**src/rtl/clock_ctrl_pkg.sv**
```systemverilog
// Shared state encoding, BCD limits and helpers for the clock set-mode controller.
package clock_ctrl_pkg;

    typedef enum logic [1:0] {
        RUN    = 2'd0,
        SET_HH = 2'd1,
        SET_MM = 2'd2
    } set_state_e;

    localparam logic [7:0] HH_MIN     = 8'h01;
    localparam logic [7:0] HH_MAX     = 8'h12;
    localparam logic [7:0] MM_MIN     = 8'h00;
    localparam logic [7:0] MM_MAX     = 8'h59;
    localparam logic [7:0] SS_ZERO    = 8'h00;
    // Stepping the hour off 11 crosses noon/midnight, so AM/PM flips there.
    localparam logic [7:0] HH_PM_FLIP = 8'h11;

    localparam int PRESC_W = 16;

    function automatic logic bcd_digits_ok(input logic [7:0] v);
        return (v[7:4] <= 4'd9) && (v[3:0] <= 4'd9);
    endfunction

endpackage

```
**src/rtl/clock_set_ctrl_if.sv**
```systemverilog
// Signal bundle between the set-mode controller and its timekeeping counter / button front end.
interface clock_set_ctrl_if;

    // Strobe semantics: mode_btn/inc_btn are one-cycle pulses sampled on the rising
    // edge; ena and load are one-cycle registered pulses that are never high together,
    // and ld_* is meaningful whenever load=1 (and mirrors the edit during set modes).
    logic       mode_btn;
    logic       inc_btn;
    logic       cur_pm;
    logic [7:0] cur_hh;
    logic [7:0] cur_mm;
    logic [7:0] cur_ss;

    logic       ena;
    logic       load;
    logic       ld_pm;
    logic [7:0] ld_hh;
    logic [7:0] ld_mm;
    logic [7:0] ld_ss;
    logic [1:0] set_state;

    modport slave (
        input  mode_btn, inc_btn, cur_pm, cur_hh, cur_mm, cur_ss,
        output ena, load, ld_pm, ld_hh, ld_mm, ld_ss, set_state
    );

    modport master (
        output mode_btn, inc_btn, cur_pm, cur_hh, cur_mm, cur_ss,
        input  ena, load, ld_pm, ld_hh, ld_mm, ld_ss, set_state
    );

endinterface

```
**src/rtl/clock_set_ctrl_bcd2_inc.sv**
```systemverilog
// Two-digit BCD increment with min/max wrap; out-of-range inputs snap to a fallback value.
module bcd2_inc
    import clock_ctrl_pkg::*;
(
    input  logic [7:0] i_val,
    input  logic [7:0] i_min,
    input  logic [7:0] i_max,
    input  logic [7:0] i_fallback,
    output logic [7:0] o_next
);

    logic w_legal;

    always_comb begin
        w_legal = bcd_digits_ok(i_val) && (i_val >= i_min) && (i_val <= i_max);
        o_next  = i_fallback;
        if (w_legal) begin
            if (i_val == i_max) begin
                o_next = i_min;
            end else if (i_val[3:0] == 4'd9) begin
                o_next = {i_val[7:4] + 4'd1, 4'd0};
            end else begin
                o_next = {i_val[7:4], i_val[3:0] + 4'd1};
            end
        end
    end

endmodule

```
**src/rtl/clock_set_ctrl.sv**
```systemverilog
// Set-mode controller for a 12-hour BCD clock: one-second prescaler in RUN, hour/minute
// editing via mode/inc buttons, and a single load strobe when the edit is committed.
module clock_set_ctrl
    import clock_ctrl_pkg::*;
#(
    parameter int unsigned TICK_DIV = 1000
) (
    input logic            clk,
    input logic            reset_n,
    clock_set_ctrl_if.slave bus
);

    localparam logic [PRESC_W-1:0] PRESC_LAST = PRESC_W'(TICK_DIV - 1);

    set_state_e         r_state;
    set_state_e         w_state_nx;
    logic [PRESC_W-1:0] r_presc;
    logic [PRESC_W-1:0] w_presc_nx;
    logic               r_ena;
    logic               w_ena_nx;
    logic               r_load;
    logic               w_load_nx;
    logic               r_pm;
    logic               w_pm_nx;
    logic [7:0]         r_hh;
    logic [7:0]         w_hh_nx;
    logic [7:0]         r_mm;
    logic [7:0]         w_mm_nx;
    logic [7:0]         r_ss;
    logic [7:0]         w_ss_nx;
    logic [7:0]         w_hh_inc;
    logic [7:0]         w_mm_inc;

    // Illegal hours snap to 12, illegal minutes to 00.
    bcd2_inc u_hh_inc (
        .i_val      (r_hh),
        .i_min      (HH_MIN),
        .i_max      (HH_MAX),
        .i_fallback (HH_MAX),
        .o_next     (w_hh_inc)
    );

    bcd2_inc u_mm_inc (
        .i_val      (r_mm),
        .i_min      (MM_MIN),
        .i_max      (MM_MAX),
        .i_fallback (MM_MIN),
        .o_next     (w_mm_inc)
    );

    always_comb begin
        w_state_nx = r_state;
        w_presc_nx = r_presc;
        w_ena_nx   = 1'b0;
        w_load_nx  = 1'b0;
        w_pm_nx    = r_pm;
        w_hh_nx    = r_hh;
        w_mm_nx    = r_mm;
        w_ss_nx    = r_ss;

        case (r_state)
            RUN: begin
                if (bus.mode_btn) begin
                    w_state_nx = SET_HH;
                    w_presc_nx = '0;
                    w_pm_nx    = bus.cur_pm;
                    w_hh_nx    = bus.cur_hh;
                    w_mm_nx    = bus.cur_mm;
                    w_ss_nx    = bus.cur_ss;
                end else if (r_presc == PRESC_LAST) begin
                    w_ena_nx   = 1'b1;
                    w_presc_nx = '0;
                end else begin
                    w_presc_nx = r_presc + PRESC_W'(1);
                end
            end

            SET_HH: begin
                if (bus.mode_btn) begin
                    w_state_nx = SET_MM;
                end else if (bus.inc_btn) begin
                    w_hh_nx = w_hh_inc;
                    if (r_hh == HH_PM_FLIP) begin
                        w_pm_nx = ~r_pm;
                    end
                end
            end

            SET_MM: begin
                // Commit: load fires with the prescaler restarting from 0 alongside it.
                if (bus.mode_btn) begin
                    w_state_nx = RUN;
                    w_load_nx  = 1'b1;
                    w_ss_nx    = SS_ZERO;
                    w_presc_nx = '0;
                end else if (bus.inc_btn) begin
                    w_mm_nx = w_mm_inc;
                end
            end

            default: begin
                w_state_nx = RUN;
                w_presc_nx = '0;
            end
        endcase
    end

    always_ff @(posedge clk or negedge reset_n) begin
        if (!reset_n) begin
            r_state <= RUN;
            r_presc <= '0;
            r_ena   <= 1'b0;
            r_load  <= 1'b0;
            r_pm    <= 1'b0;
            r_hh    <= HH_MAX;
            r_mm    <= MM_MIN;
            r_ss    <= SS_ZERO;
        end else begin
            r_state <= w_state_nx;
            r_presc <= w_presc_nx;
            r_ena   <= w_ena_nx;
            r_load  <= w_load_nx;
            r_pm    <= w_pm_nx;
            r_hh    <= w_hh_nx;
            r_mm    <= w_mm_nx;
            r_ss    <= w_ss_nx;
        end
    end

    assign bus.ena       = r_ena;
    assign bus.load      = r_load;
    assign bus.ld_pm     = r_pm;
    assign bus.ld_hh     = r_hh;
    assign bus.ld_mm     = r_mm;
    assign bus.ld_ss     = r_ss;
    assign bus.set_state = r_state;

endmodule

```
**src/flat_wrapper.sv**
```systemverilog
// flat-port wrapper written by rule: the top's interface ports become plain ports
module clock_set_ctrl_flat import clock_ctrl_pkg::*;
#(
    parameter int unsigned TICK_DIV = 1000
)
  (clk, reset_n, bus_mode_btn, bus_inc_btn, bus_cur_pm, bus_cur_hh, bus_cur_mm, bus_cur_ss, bus_ena, bus_load, bus_ld_pm, bus_ld_hh, bus_ld_mm, bus_ld_ss, bus_set_state);
  clock_set_ctrl_if bus_i ();
  input logic clk;
  input logic reset_n;
  input wire logic [$bits(bus_i.mode_btn)-1:0] bus_mode_btn;
  input wire logic [$bits(bus_i.inc_btn)-1:0] bus_inc_btn;
  input wire logic [$bits(bus_i.cur_pm)-1:0] bus_cur_pm;
  input wire logic [$bits(bus_i.cur_hh)-1:0] bus_cur_hh;
  input wire logic [$bits(bus_i.cur_mm)-1:0] bus_cur_mm;
  input wire logic [$bits(bus_i.cur_ss)-1:0] bus_cur_ss;
  output wire logic [$bits(bus_i.ena)-1:0] bus_ena;
  output wire logic [$bits(bus_i.load)-1:0] bus_load;
  output wire logic [$bits(bus_i.ld_pm)-1:0] bus_ld_pm;
  output wire logic [$bits(bus_i.ld_hh)-1:0] bus_ld_hh;
  output wire logic [$bits(bus_i.ld_mm)-1:0] bus_ld_mm;
  output wire logic [$bits(bus_i.ld_ss)-1:0] bus_ld_ss;
  output wire logic [$bits(bus_i.set_state)-1:0] bus_set_state;
  assign bus_i.mode_btn = bus_mode_btn;
  assign bus_i.inc_btn = bus_inc_btn;
  assign bus_i.cur_pm = bus_cur_pm;
  assign bus_i.cur_hh = bus_cur_hh;
  assign bus_i.cur_mm = bus_cur_mm;
  assign bus_i.cur_ss = bus_cur_ss;
  assign bus_ena = bus_i.ena;
  assign bus_load = bus_i.load;
  assign bus_ld_pm = bus_i.ld_pm;
  assign bus_ld_hh = bus_i.ld_hh;
  assign bus_ld_mm = bus_i.ld_mm;
  assign bus_ld_ss = bus_i.ld_ss;
  assign bus_set_state = bus_i.set_state;
  clock_set_ctrl #(.TICK_DIV(TICK_DIV)) u_core (.clk(clk), .reset_n(reset_n), .bus(bus_i));
endmodule
```
**config.mk**
```make
export PLATFORM = sky130hd
export DESIGN_NAME = clock_set_ctrl_flat
export DESIGN_NICKNAME = d
export VERILOG_FILES = /design/src/rtl/clock_ctrl_pkg.sv /design/src/rtl/clock_set_ctrl_if.sv /design/src/rtl/clock_set_ctrl_bcd2_inc.sv /design/src/rtl/clock_set_ctrl.sv /design/src/flat_wrapper.sv
export SDC_FILE = /design/constraint.sdc
export NUM_CORES = 1
export LEC_CHECK = 0
export CORE_UTILIZATION = 55
export DETAILED_ROUTE_END_ITERATION = 10
export PLACE_DENSITY = 0.86
export RECOVER_POWER = 25
export SLEW_MARGIN = 20
export SYNTH_ARGS = -nofsm -noshare
export SYNTH_HDL_FRONTEND = slang
export SYNTH_SLANG_ARGS = --single-unit
```
**constraint.sdc**
```tcl
create_clock -name clk -period 4.68 [get_ports clk]
set_input_delay 1.17 -clock clk [delete_from_list [all_inputs] [get_ports clk]]
set_output_delay 1.17 -clock clk [all_outputs]
set_load 0.005 [all_outputs]
```
; Word-level counts from Yosys, hierarchy flattened
; Cells that the tools add are included.
[totals]
regBits = 45
out_inout_bits = 29
[op_classes]
n_addsub = 5
order_cmp = 8
n_eq_ne = 18
n_mux = 35
n_bitwise = 2
n_reduce_logical = 17
[op_table]
columns = cell, n
row1 = two-way mux 8 bit, 14
row2 = two-way mux 16 bit, 3
row3 = one-hot mux 16 bit (3 select lines), 1
row4 = one-hot mux 8 bit (2 select lines), 3
row5 = adder 16 x 1 -> 16 bit (second input constant), 1
row6 = adder 4 x 1 -> 4 bit (second input constant), 4
row7 = == test 16 x 10 -> 1 bit (second input constant), 1
row8 = == test 8 x 5 -> 1 bit (second input constant), 2
row9 = >= comparator 8 x 1 -> 1 bit (second input constant), 2
row10 = less-or-equal comparator 4 bit (second input constant), 4
row11 = AND reduction 5 bit, 3
row12 = inequality test 2 bit (second input constant), 7
row13 = two-way mux 1 bit, 9
row14 = == test 4 bit (second input constant), 2
row15 = == test 8 x 7 -> 1 bit (second input constant), 1
row16 = less-or-equal comparator 8 x 5 -> 1 bit (second input constant), 1
row17 = less-or-equal comparator 8 x 7 -> 1 bit (second input constant), 1
row18 = inequality test 4 bit (second input constant), 2
row19 = AND reduction 4 bit, 2
row20 = logical AND 1 bit, 6
row21 = two-way mux 2 bit, 3
row22 = one-hot mux 2 bit (3 select lines), 1
row23 = AND reduction 3 bit, 2
row24 = nonzero test 2 bit, 2
row25 = other kinds (7), 8

; Logic depth before layout (Yosys ltp)
[depth]
depth_word = 8
depth_mapped = 7

; Hierarchy
; Synthesis repeated with hierarchy kept, for this count alone.
[hier_totals]
cells_unflattened = 455
hier_area_um2 = 3788.6
[by_module_without_submodules]
columns = module, n_inst, cells_per_inst, area_each_um2
row1 = clock_set_ctrl, 1, 245, 2224.6
row2 = bcd2_inc, 2, 105, 782.0

; Worst setup path before layout
; OpenSTA, ideal clock, no wires.
[synth_path]
path_kind = input to register
start = input port bus_mode_btn
end = register u_core.r_mm[5] (netlist: u_core.bus.ld_mm[5])
setup_ps = 130
arrival_time_ps = 2222
setup_slack_ps = 2328
stages = 6
n_path_buf = 1
cell_sequence = buf_2 > nand3b_1 > a21o_1 > o21bai_2 > a221oi_1 > a21oi_1
[synth_via]
elab_chain_cells = 2
[synth_rtl]
columns = item, line_no
row1 = "start, declared", flat_wrapper.sv:10  ; input wire logic [$bits(bus_i.mode_btn)-1:0] bus_mode_btn;
row2 = inequality test 2 bit (no source line), n/a
row3 = AND reduction 5 bit (no source line) *, n/a
row4 = "end signal, assigned", clock_set_ctrl.sv:125  ; r_mm <= w_mm_nx;
row5 = "end, declared", clock_set_ctrl.sv:27  ; logic [7:0] r_mm;
; Every way passes the cells marked *; elsewhere a longest branch is shown, timed or not.
; A chain may end at the register's enable or synchronous reset.

==> metrics.yaml <==
worstSetupEndpointType: "asynchronous set/reset pin"
cts-buffers-inserted: 5
rows: 24
r2r_start: "u_core.bus.set_state[0]"
crit_family: "buffers and inverters"
min_period_ps: 2960
ys.flop_type: "dfrtp_1"
num_vias: 2296
syn_inst: 289
drive_above_1_share_pct: 7.69
cts_buffer_depth: 2
cts-root-buf: "clkbuf_8"
maxSlewHeadroom_pct: -59.4
initial_utilization_pct: 58.8
hold_path_class: "register to register"
dr.pass1.iters: 7
drt_iter0_drc: 189
nNetsFinal: 373
gp_congestion: 0.838
crit_buf_inv: 1
grt_pass1_wl_mm: 9.82
violations: "design-rule violations, max-capacitance violations, max-slew violations"
fp.dieH_um: 71.1
start_kind: "primary input"
r2r_end: "u_core.bus.ld_hh[6]"
hold_path_depth: 2
cts_setup_buffers: 0
cp_slowest_cell: "clkbuf_1"
worstSkewPairLatency_ps: 290
cts.sinks: 45
synth_seq_cells: 45
fin_worst_skew_ps: 4.68
hold_violations: 0
grt-ovfl-total: 0
boundaryPins: 58
worst_slew_pin_slew_ps: 2390
status: "complete, but fails checks"
slowest_delay_ps: 1660
syn_to_final_growth_pct: 25.2
synth_cell_types: 56
io_buffers: 57
drv_cap: 1
setup-violations-final: 0
yosys-top-cells-area: "dfrtp_1, nand2_1, a21oi_1"
antenna_found_initial: 0
core-area_mm2: 0.00447
post-dp-hpwl_mm: 4.09
postSynthNetCount: 325
vias_per_cell: 5.89
hp-start: "u_core.bus.ld_ss[4]"
syn_avg_cell_area_um2: 9.10
yosysMostFrequentCell: "dfrtp_1"
critPathArrivalTime_ps: 2870
max_freq_mhz: 338
final_max_slew_viol_count: 46
route.detailed.drc: 6
worstSetupPathType: "primary input to asynchronous set/reset pin"
synth_warnings: 0
finish.utilization_pct: 73.5
async_flop_share_pct: 100
dieArea_mm2: 0.00506
cts_tree: "done"
ant_nets: 0
yosysTopAreaCellShare_pct: 40.9
die_w_um: 71.1
hold_buffers: 0
r2r_setup_slack_ps: 2230
tns_ps: 0
synthTopCellsByCount: "dfrtp_1, nand2_1, nor2_1, a21oi_1, o21ai_0"
cellLeakagePower_uw: 0.00139
instances_no_fill: 390
grt_max_degree: 46
grt_pass1_vias: 2181
synth_edf_count: 0
yosysTopAreaCell: "dfrtp_1"
synth-seq-area-share_pct: 42.9
netlist_area_mm2: 0.00263
worst_r2r_path_depth: 5
powerDensity_mw_per_mm2: 562
post-place-cells: 382
min_period_over_period_pct: 63.2
clk_transition_reported_paths_ps: 80
required_ps: 4590
cts_resized: 0
ir_drop_mv: 0.299
power_uw: 1850
crit_chain: "clkbuf_1"
gr-usage-all-layers_pct: 24.4
rsz0062_at_grt: "false"
hold-path-endpoint: "u_core.bus.ld_ss[4]"
drt-wirelength-per-cell_um: 14.9
finalWirelength_mm: 5.80
h-tree-depth: 2
crit_fanout: 45
diodes: 0
how the worst max path moves through the flow:
stage            startpoint                 endpoint  depth (start not counted)
6_report            reset_n      u_core.bus.ld_ss[4]                          1
5_1_grt             reset_n  u_core.bus.set_state[0]                          1
4_1_cts        bus_mode_btn      u_core.bus.ld_hh[1]                          5
3_5_place_dp   bus_mode_btn      u_core.bus.ld_hh[1]                          5
3_3_place_gp   bus_mode_btn      u_core.bus.ld_hh[1]                          5
2_1_floorplan  bus_mode_btn      u_core.bus.ld_mm[5]                          6
cells by family after synthesis:
group                      after synthesis  share of synthesized area [%]
and+or+nand+nor                        114                           23.8
AOI/OAI and AO/OA                       83                           21.0
DFF                                     45                           42.9
buffers and inverters                   29                           5.04
xor gates and xnor gates                 9                           3.00
adders and majority gates                7                           3.33
muxes                                    2                          0.809
worst register-to-register path, delay by kind of cell, from the launching register on:
family           cells  cell delay, ps
AND/OR/NAND/NOR      2            1150
flip-flops           1             640
AO/OA/AOI/OAI        3             580
power by group:
group | leakage, uW | switching (uW) | internal (uW) | total (uW)
clock | 0.0000585 | 126 | 174 | 300
combinational | 0.000751 | 425 | 423 | 848
sequential | 0.000577 | 180 | 521 | 701
sequential cells by signal, indices dropped and copies added (netlist names):
| signal | cells |
|---|---|
| u_core.bus.ld_pm | 1 |
| u_core.bus.ld_ss | 8 |
| u_core.bus.load | 1 |
| u_core.bus.set_state | 2 |
| u_core.bus.ld_hh | 8 |
| u_core.bus.ena | 1 |
| u_core.r_presc | 16 |
| u_core.bus.ld_mm | 8 |
metal layers:
metal	part of all wire, %	vias to the layer above	GRT usage, %
li1	-	1125	-
met1	46	1098	32.6
met2	49	66	40.8
met3	4.5	7	4.84
met4	0.78	0	6.44
met5	0	-	0
metrics by stage:
| step | setup slack (ps) | hold slack, ps | cell area [um^2] |
|---|---|---|---|
| finish | 1720 | 484 | 3290 |
| CTS | 1750 | 489 | 3290 |
| floorplan | 2330 | 473 | 2630 |
| global route | 1210 | 518 | 3290 |
| detailed placement | 1460 | 470 | 3180 |
| global placement | 1590 | 464 | 3180 |
area by class of cell:
cell class | instances | area, um^2
fill | 349 | 1180
timing repair buffer | 57 | 564
sequential | 45 | 1130
clock inverter | 1 | 30.0
inverter | 13 | 48.8
clock buffer | 7 | 86.3
multi-input combinational | 215 | 1370
tap | 52 | 65.1
layout by cell type, fill, tap and decap left out, drive strengths merged, types with 2 or more instances in the layout:
master / n
o21ai: 27
inv: 13
clkbuf: 8
a21o: 3
dfrtp: 43
a221oi: 4
and2: 2
clkdlybuf4s50: 56
nor3b: 2
a211oi: 3
nor3: 2
a31oi: 6
a32oi: 2
xor2: 9
a22o: 2
nor4: 6
a21oi: 21
ha: 7
o22ai: 5
nor2b: 2
dfstp: 2
nand2: 32
nand3: 7
nor2: 27
nand4: 8
o21a: 2
nand3b: 4
nand2b: 9
and3: 8
Note: power is estimated with default switching activity, not from simulation.
